<file path="config.mk">
export PLATFORM = sky130hd
export DESIGN_NAME = hrv_window_classifier
export DESIGN_NICKNAME = d
export VERILOG_FILES = /design/src/rtl/hrv_window_classifier.sv
export SDC_FILE = /design/constraint.sdc
export NUM_CORES = 1
export LEC_CHECK = 0
export CAP_MARGIN = 20
export CORE_MARGIN = 4
export CORE_UTILIZATION = 25
export DETAILED_ROUTE_END_ITERATION = 8
export DONT_BUFFER_PORTS = 1
export PLACE_DENSITY = 0.5
export SYNTH_ARGS = -nofsm -noshare
export SYNTH_HDL_FRONTEND = slang
export SYNTH_SLANG_ARGS = --single-unit
</file>
<file path="constraint.sdc">
create_clock -name clk -period 6.75 [get_ports clk]
set_input_delay 1.35 -clock clk [delete_from_list [all_inputs] [get_ports clk]]
set_output_delay 1.35 -clock clk [all_outputs]
set_load 0.01 [all_outputs]
</file>
<file path="src/rtl/hrv_window_classifier.sv">
// Heart-rate-variability beat classifier. It keeps a rolling window of RR intervals,
// then emits a brady/tachy/normal class and an irregularity flag for each accepted beat.
module hrv_window_classifier #(
    parameter int unsigned RR_W        = 12,
    parameter int unsigned DEPTH_LOG2  = 3,
    parameter int unsigned BRADY_MS    = 1000,
    parameter int unsigned TACHY_MS    = 600,
    parameter int unsigned IRREG_SHIFT = 3,
    parameter int unsigned CNT_W       = 16
) (
    input  logic             clk,
    input  logic             rst,
    input  logic             clear,
    input  logic             rr_valid,
    input  logic [RR_W-1:0]  rr_ms,
    input  logic             res_ready,
    output logic             busy,
    output logic             res_valid,
    output logic [1:0]       res_class,
    output logic             res_irreg,
    output logic [RR_W-1:0]  mean_ms,
    output logic             window_full,
    output logic [CNT_W-1:0] brady_cnt,
    output logic [CNT_W-1:0] tachy_cnt,
    output logic [CNT_W-1:0] irreg_cnt,
    output logic             overrun
);

    localparam int unsigned DEPTH  = 1 << DEPTH_LOG2;
    localparam int unsigned SUM_W  = RR_W + DEPTH_LOG2;
    localparam int unsigned FILL_W = DEPTH_LOG2 + 1;

    typedef enum logic [1:0] {IDLE, CALC, EMIT} state_t;

    state_t                state;
    logic [RR_W-1:0]       rr_buf [DEPTH];
    logic [DEPTH_LOG2-1:0] wr_ptr;
    logic [FILL_W-1:0]     fill;
    logic [SUM_W-1:0]      sum;
    logic [RR_W-1:0]       cur_rr;
    logic [RR_W-1:0]       oldest;

    logic                  beat_c;
    logic                  accept_c;
    logic                  handshake_c;
    logic [SUM_W-1:0]      sum_next_c;
    logic [FILL_W-1:0]     fill_next_c;
    logic                  full_next_c;
    logic [RR_W-1:0]       mean_next_c;
    logic [RR_W-1:0]       diff_c;
    logic                  irreg_c;
    logic [1:0]            class_c;

    // Window update and classification of the beat being processed in CALC
    always_comb begin
        beat_c      = rr_valid && (rr_ms != '0);
        accept_c    = beat_c && (state == IDLE);
        handshake_c = (state == EMIT) && res_valid && res_ready;
        sum_next_c  = sum + SUM_W'(cur_rr) - SUM_W'(oldest);
        fill_next_c = (fill == FILL_W'(DEPTH)) ? fill : fill + FILL_W'(1);
        full_next_c = (fill_next_c == FILL_W'(DEPTH));
        mean_next_c = full_next_c ? RR_W'(sum_next_c >> DEPTH_LOG2) : cur_rr;
        diff_c      = (cur_rr >= mean_next_c) ? cur_rr - mean_next_c : mean_next_c - cur_rr;
        irreg_c     = full_next_c && (diff_c > (mean_next_c >> IRREG_SHIFT));
        class_c     = 2'b00;
        if (cur_rr > RR_W'(BRADY_MS)) begin
            class_c = 2'b01;
        end else if (cur_rr < RR_W'(TACHY_MS)) begin
            class_c = 2'b10;
        end
    end

    // Beat storage needs no reset: entries beyond fill are never read
    always_ff @(posedge clk) begin
        if (accept_c && !clear) begin
            rr_buf[wr_ptr] <= rr_ms;
        end
    end

    always_ff @(posedge clk or posedge rst) begin
        if (rst) begin
            state       <= IDLE;
            wr_ptr      <= '0;
            fill        <= '0;
            sum         <= '0;
            cur_rr      <= '0;
            oldest      <= '0;
            busy        <= 1'b0;
            res_valid   <= 1'b0;
            res_class   <= 2'b00;
            res_irreg   <= 1'b0;
            mean_ms     <= '0;
            window_full <= 1'b0;
            brady_cnt   <= '0;
            tachy_cnt   <= '0;
            irreg_cnt   <= '0;
            overrun     <= 1'b0;
        end else if (clear) begin
            state       <= IDLE;
            wr_ptr      <= '0;
            fill        <= '0;
            sum         <= '0;
            cur_rr      <= '0;
            oldest      <= '0;
            busy        <= 1'b0;
            res_valid   <= 1'b0;
            res_class   <= 2'b00;
            res_irreg   <= 1'b0;
            mean_ms     <= '0;
            window_full <= 1'b0;
            brady_cnt   <= '0;
            tachy_cnt   <= '0;
            irreg_cnt   <= '0;
            overrun     <= 1'b0;
        end else begin
            case (state)
                IDLE: begin
                    if (accept_c) begin
                        // The evicted beat only counts once the window has wrapped
                        oldest <= (fill == FILL_W'(DEPTH)) ? rr_buf[wr_ptr] : '0;
                        cur_rr <= rr_ms;
                        wr_ptr <= wr_ptr + DEPTH_LOG2'(1);
                        busy   <= 1'b1;
                        state  <= CALC;
                    end
                end
                CALC: begin
                    if (beat_c) begin
                        overrun <= 1'b1;
                    end
                    sum         <= sum_next_c;
                    fill        <= fill_next_c;
                    window_full <= full_next_c;
                    mean_ms     <= mean_next_c;
                    res_class   <= class_c;
                    res_irreg   <= irreg_c;
                    res_valid   <= 1'b1;
                    state       <= EMIT;
                end
                EMIT: begin
                    if (beat_c) begin
                        overrun <= 1'b1;
                    end
                    if (handshake_c) begin
                        if (res_class == 2'b01 && brady_cnt != '1) begin
                            brady_cnt <= brady_cnt + CNT_W'(1);
                        end
                        if (res_class == 2'b10 && tachy_cnt != '1) begin
                            tachy_cnt <= tachy_cnt + CNT_W'(1);
                        end
                        if (res_irreg && irreg_cnt != '1) begin
                            irreg_cnt <= irreg_cnt + CNT_W'(1);
                        end
                        res_valid <= 1'b0;
                        busy      <= 1'b0;
                        state     <= IDLE;
                    end
                end
                default: begin
                    res_valid <= 1'b0;
                    busy      <= 1'b0;
                    state     <= IDLE;
                end
            endcase
        end
    end

endmodule

</file>
# Yosys cells after proc, flatten, opt, wreduce, memory -nomap -nowiden

Memories as Yosys holds them, arrays and structs flattened.
Index checks and enable logic that the tools add are counted.

Bits in registers: 115
Bits in latches: 0
Bits in writable memories: 96
Bits in read-only memories: 0
Output and inout port bits: 67
Memories kept: 1

Memories:

| memory | words | width | rd ports | clocked after Yosys merged registers in | wr ports | RTL line | text |
|---|---|---|---|---|---|---|---|
| rr_buf | 8     | 12    | 1        | 0                                       | 1        | 36       | `logic [RR_W-1:0] rr_buf [DEPTH];` |

$add $sub $neg: 9
Multipliers: 0
Divide/modulo/power cells: 0
$lt $le $gt $ge: 4
Equality and inequality tests: 13
Shift operators: 0
Multiplexer cells: 54
Bitwise gates (word level): 0
Reduce and logical (&&, ||, !) cells: 31

Operator list:

| operator                                                               | number |
|---|---|
| 16-bit two-way mux                                                     | 12 |
| 12-bit two-way mux                                                     | 11 |
| 16-bit by 1-bit adder with 16-bit output, second input constant        | 3 |
| 16-bit != test, second input constant                                  | 3 |
| 15-bit two-way mux                                                     | 2 |
| 12-bit subtractor                                                      | 2 |
| 2-bit nonzero test                                                     | 10 |
| 15-bit by 12-bit adder with 15-bit output                              | 1 |
| 15-bit by 12-bit subtractor with 15-bit output                         | 1 |
| 2-bit two-way mux                                                      | 7 |
| 1-bit two-way mux                                                      | 13 |
| 12-bit greater-or-equal comparator                                     | 1 |
| 12-bit by 10-bit > comparator with 1-bit output, second input constant | 1 |
| 12-bit by 9-bit > comparator with 1-bit output                         | 1 |
| 12-bit by 10-bit < comparator with 1-bit output, second input constant | 1 |
| 4-bit two-way mux                                                      | 3 |
| 3-bit AND reduction                                                    | 4 |
| 12-bit nonzero test                                                    | 1 |
| 1-bit logical AND                                                      | 9 |
| 3-bit two-way mux                                                      | 3 |
| 4-bit == test, second input constant                                   | 2 |
| 2-bit AND reduction                                                    | 4 |
| 3-bit != test, second input constant                                   | 2 |
| 1-bit one-hot mux with 3 select lines                                  | 2 |
| 9 further kinds                                                        | 12 |

# Longest topological paths before layout

Depth in word-level cells: 10
Depth in mapped cells: 33

# Worst setup path before layout

OpenSTA, ideal clock, no wires.

Path type: register to register
From: reg cur_rr[1]
To: reg res_irreg
Arrival time: 6283 ps
Path slack: 349 ps
Stages on the path, launching flop included: 32
Path buffers: 1
Period minus slack after synthesis: 6401 ps
Cells stage by stage: dfrtp_1 -> inv_1 -> fa_1 -> inv_1 -> fa_1 -> a211o_1 -> o211ai_1 -> o22ai_1 -> o21ai_0 -> nand2b_1 -> a21oi_1 -> xnor2_1 -> mux2i_1 -> inv_1 -> ha_1 -> clkbuf_1 -> nand2_1 -> nor2_1 -> o2111ai_1 -> nand2_1 -> a21oi_1 -> o221ai_4 -> o22ai_4 -> mux2i_4 -> o221ai_1 -> a221oi_1 -> xnor2_1 -> ha_1 -> nand3_1 -> or4b_1 -> o31a_1 -> o21a_1

Cells in the longest elaborated chain, start to end: 9
Elaborated cells on any way between the ends: 11
Classes of those cells: 4 x add/sub; 2 x order compare; 4 x mux; 1 x reduce/logical

Ends and longest elaborated chain:

| what                                                                           | RTL line | text |
|---|---|---|
| from (decl)                                                                    | 40       | `logic [RR_W-1:0] cur_rr;` |
| from (signal assigned)                                                         | 121      | `cur_rr <= rr_ms;` |
| 15-bit by 12-bit adder with 15-bit output                                      | 59       | `sum_next_c = sum + SUM_W'(cur_rr) - SUM_W'(oldest);` |
| 15-bit by 12-bit subtractor with 15-bit output                                 | 59       |  |
| 12-bit two-way mux                                                             | 62       | `mean_next_c = full_next_c ? RR_W'(sum_next_c >> DEPTH_LOG2) : cur_rr;` |
| 12-bit subtractor / 12-bit greater-or-equal comparator (equally long branches) | 63       | `diff_c = (cur_rr >= mean_next_c) ? cur_rr - mean_next_c : mean_next_c - cur_rr;` |
| 12-bit two-way mux                                                             | 63       |  |
| 12-bit by 9-bit > comparator with 1-bit output (*)                             | 64       | `irreg_c = full_next_c && (diff_c > (mean_next_c >> IRREG_SHIFT));` |
| 1-bit logical AND (*)                                                          | 64       |  |
| 1-bit two-way mux (*)                                                          | 116      | `case (state)` |
| 1-bit two-way mux (*)                                                          | 98       | `end else if (clear) begin` |
| to (signal assigned)                                                           | 136      | `res_irreg <= irreg_c;` |
| to (decl)                                                                      | 20       | `output logic res_irreg,` |

Mark *: on every way between the ends. The rest lies on a longest branch, timed or not. The select of a mux whose other input is x is not followed.
A chain may end at the register's enable or synchronous reset.

# Worst setup path in the final report

From: reg cur_rr[4]
To: reg res_irreg

Same word-level chain as after synthesis.

==> metrics.log <==
[metrics] share of synthesized area occupied by flip-flops and latches: 0.5083
[metrics] share of layout cells above drive strength 1: 0.1333
[metrics] clock-pin transition on the worst setup and hold timing paths: 60 ps
[metrics] global-route track usage on met3: 0.02240
[metrics] reg-to-reg slack, setup: 420 ps
[metrics] Via Count: 7685
[metrics] area added between synthesis and finish: 16.58%
[metrics] total global routing track utilization: 0.1174
[metrics] met2 usage: 0.1934
[metrics] overall die height: around 220 um
[metrics] Final Max Tran Viols: 0
[metrics] tightest slew margin relative to the limit: 0.3258
[metrics] leakage power of the design: 5.320 nW
[metrics] Slew @ Worst Pin: around 1000 ps
[metrics] Yosys warning total: 0
[metrics] Worst IR Drop VDD: approximately 0.16 mV
[metrics] final hold slack: 496.1 ps
[metrics] number of synthesized flops with an enable pin: 96
[metrics] total of fill cells in the finished design: ~4600
[metrics] worst-case clock buffer depth: 3
[metrics] Crit Path Class: reg2reg
[metrics] drt first-iter violations: ~360
[metrics] count of unique library cells instantiated by Yosys: 66
[metrics] outcome: complete, no violations
[metrics] final-report hold violation count: 0
[metrics] most numerous cell in the Yosys netlist: dfrtp_1
[metrics] detailed-router iteration count before antenna repair: 4
[metrics] achievable clock frequency: 158.0 MHz
[metrics] Root Buffer: clkbuf_16
[metrics] via count of the first global-routing pass: 7865
[metrics] number of ports placed on the die boundary: 84
[metrics] Post-synth top cells: dfrtp_1, nor2_1, nand2_1
[metrics] maximum number of pins on one net before global-route repair: 115
[metrics] portion of the clock cycle consumed by the worst path in the final layout: 0.9379
[metrics] Final GP Congestion: 0.8604
[metrics] Post-Syn Area: roughly 11000 um^2
[metrics] number of storage elements in the synthesis netlist: ~210
[metrics] Cells after Synth: 1021
[metrics] PD cells: 323.8 nW/um^2
[metrics] number of placement rows: between 70 and 80
[metrics] cell types with the largest area share after synthesis: edfxtp_1, dfrtp_1, ha_1, mux4_2, mux2i_1
[metrics] Antenna Cells: 0
[metrics] critical path capture point type: flop
[metrics] capture instance of the worst register-to-register path: res_irreg$_DFFE_PP0P_
[metrics] Min-Delay Startpoint: oldest[0]$_DFFE_PP0P_
[metrics] Setup-failing EPs final: 0
[metrics] TritonCTS clock tree: yes
[metrics] global-route wire length before repair: 46.86 mm
[metrics] vias per cell: roughly 4.6
[metrics] count of clock tree sinks: 211
[metrics] insertion delay of the later-clocked pin in the worst-skew pair: 520 ps
[metrics] dpl hpwl: 20.85 mm
[metrics] net count after synthesis: 1103
[metrics] DRC violations left: 0
[metrics] GR Util met1: 0.1620
[metrics] sink of the worst hold path: oldest[0]$_DFFE_PP0P_
[metrics] global route hottest layer: met2
[metrics] Fin Clk Skew: 26.27 ps
[metrics] Crit path required time: 7170 ps
[metrics] number of cell instances on the worst register-to-register path: 26
[metrics] starting density of the core: 0.2546
[metrics] Top FF cell, synth: dfrtp_1
[metrics] Max-Cap Viols: 0
[metrics] die span in x: 220.9 um
[metrics] # H-tree levels: 1
[metrics] hold-critical path depth: 2
[metrics] cell taking the most area after synthesis: edfxtp_1
[metrics] antenna violations before repair: 0
[metrics] overflow left after global routing: 0
[metrics] average cell area after synthesis: approximately 11 um^2
[metrics] fin util: 0.2968
[metrics] Final ANT Viol Nets: 0
[metrics] Die Outline Area: 48800 um^2
[metrics] number of nets in the final layout: 1144
[metrics] core area: 44510 um^2
[metrics] Post-CTS Hold Fix Bufs: 0
[metrics] maximum net fanout on the critical path: 7
[metrics] post-synthesis async set-or-reset flop share: 0.5450
[metrics] WP data arrival: 6750 ps
[metrics] type of the most critical hold path: reg2reg
[metrics] post-route minimum period: 6331 ps
[metrics] Startpoint Class: flop
[metrics] IO Port Bufs: 0
[metrics] WL final: 29.22 mm
[metrics] worst flop-to-flop path startpoint: cur_rr[4]$_DFFE_PP0P_
[metrics] number of buffers added by the clock tree synthesis step: 25
[metrics] area share of the largest cell type after synthesis: 0.2544
[metrics] mean routed wirelength per cell: 17.48 um
==> sequential cells by signal, summed over array words and instances, names as in the netlist <==
| name | cells |
|---|---|
| overrun | 1 |
| tachy_cnt | 16 |
| state | 2 |
| sum | 15 |
| res_class | 2 |
| res_valid | 1 |
| busy | 1 |
| irreg_cnt | 16 |
| oldest | 12 |
| mean_ms | 12 |
| cur_rr | 12 |
| fill | 4 |
| wr_ptr | 3 |
| rr_buf | 96 |
| window_full | 1 |
| brady_cnt | 16 |
| res_irreg | 1 |
==> routing by layer <==
layer	routed length, um	up-vias
met2	13840	123
met1	13560	3831
met3	1235	34
met5	0	-
met4	587	0
li1	-	3697
==> power breakdown <==
group          switching, mW  internal (mW)  total, mW  leakage [nW]
Combinational          0.816          0.653       1.47          2.47
Sequential            0.0485           1.41       1.45          2.45
Clock                  0.536          0.818       1.35         0.399
Total                   1.40           2.88       4.28          5.32
==> area by class of cell <==
class                   count  area (um^2)  area share
inverters                  81        306.5     0.02320
multi-input cells         689         5179      0.3920
well taps                 592        740.7     0.05607
flip-flops and latches    211         5763      0.4362
repair buffers             54        405.4     0.03068
clock inverters            12        141.4     0.01070
clock buffers              33        675.6     0.05114
==> timing repair <==
item                       4_1_cts  5_1_grt
gates resized for setup          0       10
setup buffers                    0        1
setup endpoints to repair        0        1
==> critical path, cell delays in order (launching register included) <==
cell and delay (ps):
dfrtp_1 340, inv_1 100, fa_1 510, inv_1 40
ha_1 330, and2_1 170, a221o_1 370, or2_2 350
xor2_1 180, mux2i_2 230, inv_1 70, ha_1 370
a21o_1 190, a21oi_1 230, nand2_1 130, a21oi_2 190
o221ai_4 130, o22ai_4 190, mux2i_4 270, o221ai_1 170
a221oi_2 260, xnor2_1 100, ha_1 310, nand3_1 70
or4b_1 530, o31a_1 300, o21a_1 100
==> cell families after synthesis <==
kind of cell             synth area share
AO/OA/AOI/OAI                     0.09562
AND/OR/NAND/NOR                    0.1316
buffers and inverters             0.04019
XOR/XNOR                          0.05101
multiplexers                      0.09219
flip-flops                         0.5083
adder cells (fa/ha/maj)           0.08104
==> layout by cell type (no fill, tap or decap), types with 10 or more instances in the layout <==
master,instances
mux4_2,24
buf_4,54
mux2i_1,46
xnor2_1,25
inv_1,79
a211oi_1,18
xor2_1,41
nor2_1,110
nand2_1,102
nand4_1,15
and3_1,16
dfrtp_1,113
and2_1,10
o21ai_0,32
edfxtp_1,96
nand3_1,19
fa_1,13
a21o_1,11
a21oi_1,43
nor2b_1,12
ha_1,49
clkbuf_16,25
==> worst max path at each step <==
| stage | slack (ps) | startpoint | cells after the start | end |
|---|---|---|---|---|
| floorplan | 350 | cur_rr[1]$_DFFE_PP0P_ | 31 | res_irreg$_DFFE_PP0P_ |
| global placement | 380 | sum[3]$_DFFE_PP0P_ | 28 | res_irreg$_DFFE_PP0P_ |
| detailed placement | 250 | cur_rr[4]$_DFFE_PP0P_ | 28 | res_irreg$_DFFE_PP0P_ |
| CTS | 240 | cur_rr[2]$_DFFE_PP0P_ | 28 | res_irreg$_DFFE_PP0P_ |
| global route | -10 | cur_rr[2]$_DFFE_PP0P_ | 30 | res_irreg$_DFFE_PP0P_ |
| finish | 420 | cur_rr[4]$_DFFE_PP0P_ | 26 | res_irreg$_DFFE_PP0P_ |
==> metrics by stage <==
step | instances | instance area, um^2 | power, mW | TNS (ps) | worst slack [ps]
after floorplan | 1021 | 11330 | 2.497 | 0 | 348.6
after global placement | 1626 | 12350 | 2.931 | 0 | 377.8
after detailed placement | 1626 | 12350 | 2.935 | 0 | 252.7
after CTS | 1671 | 13170 | 4.311 | 0 | 243.4
after global routing | 1672 | 13210 | 4.563 | -11.88 | -11.88
final | 1672 | 13210 | 4.277 | 0 | 418.9
(Power assumes the default switching activity.)
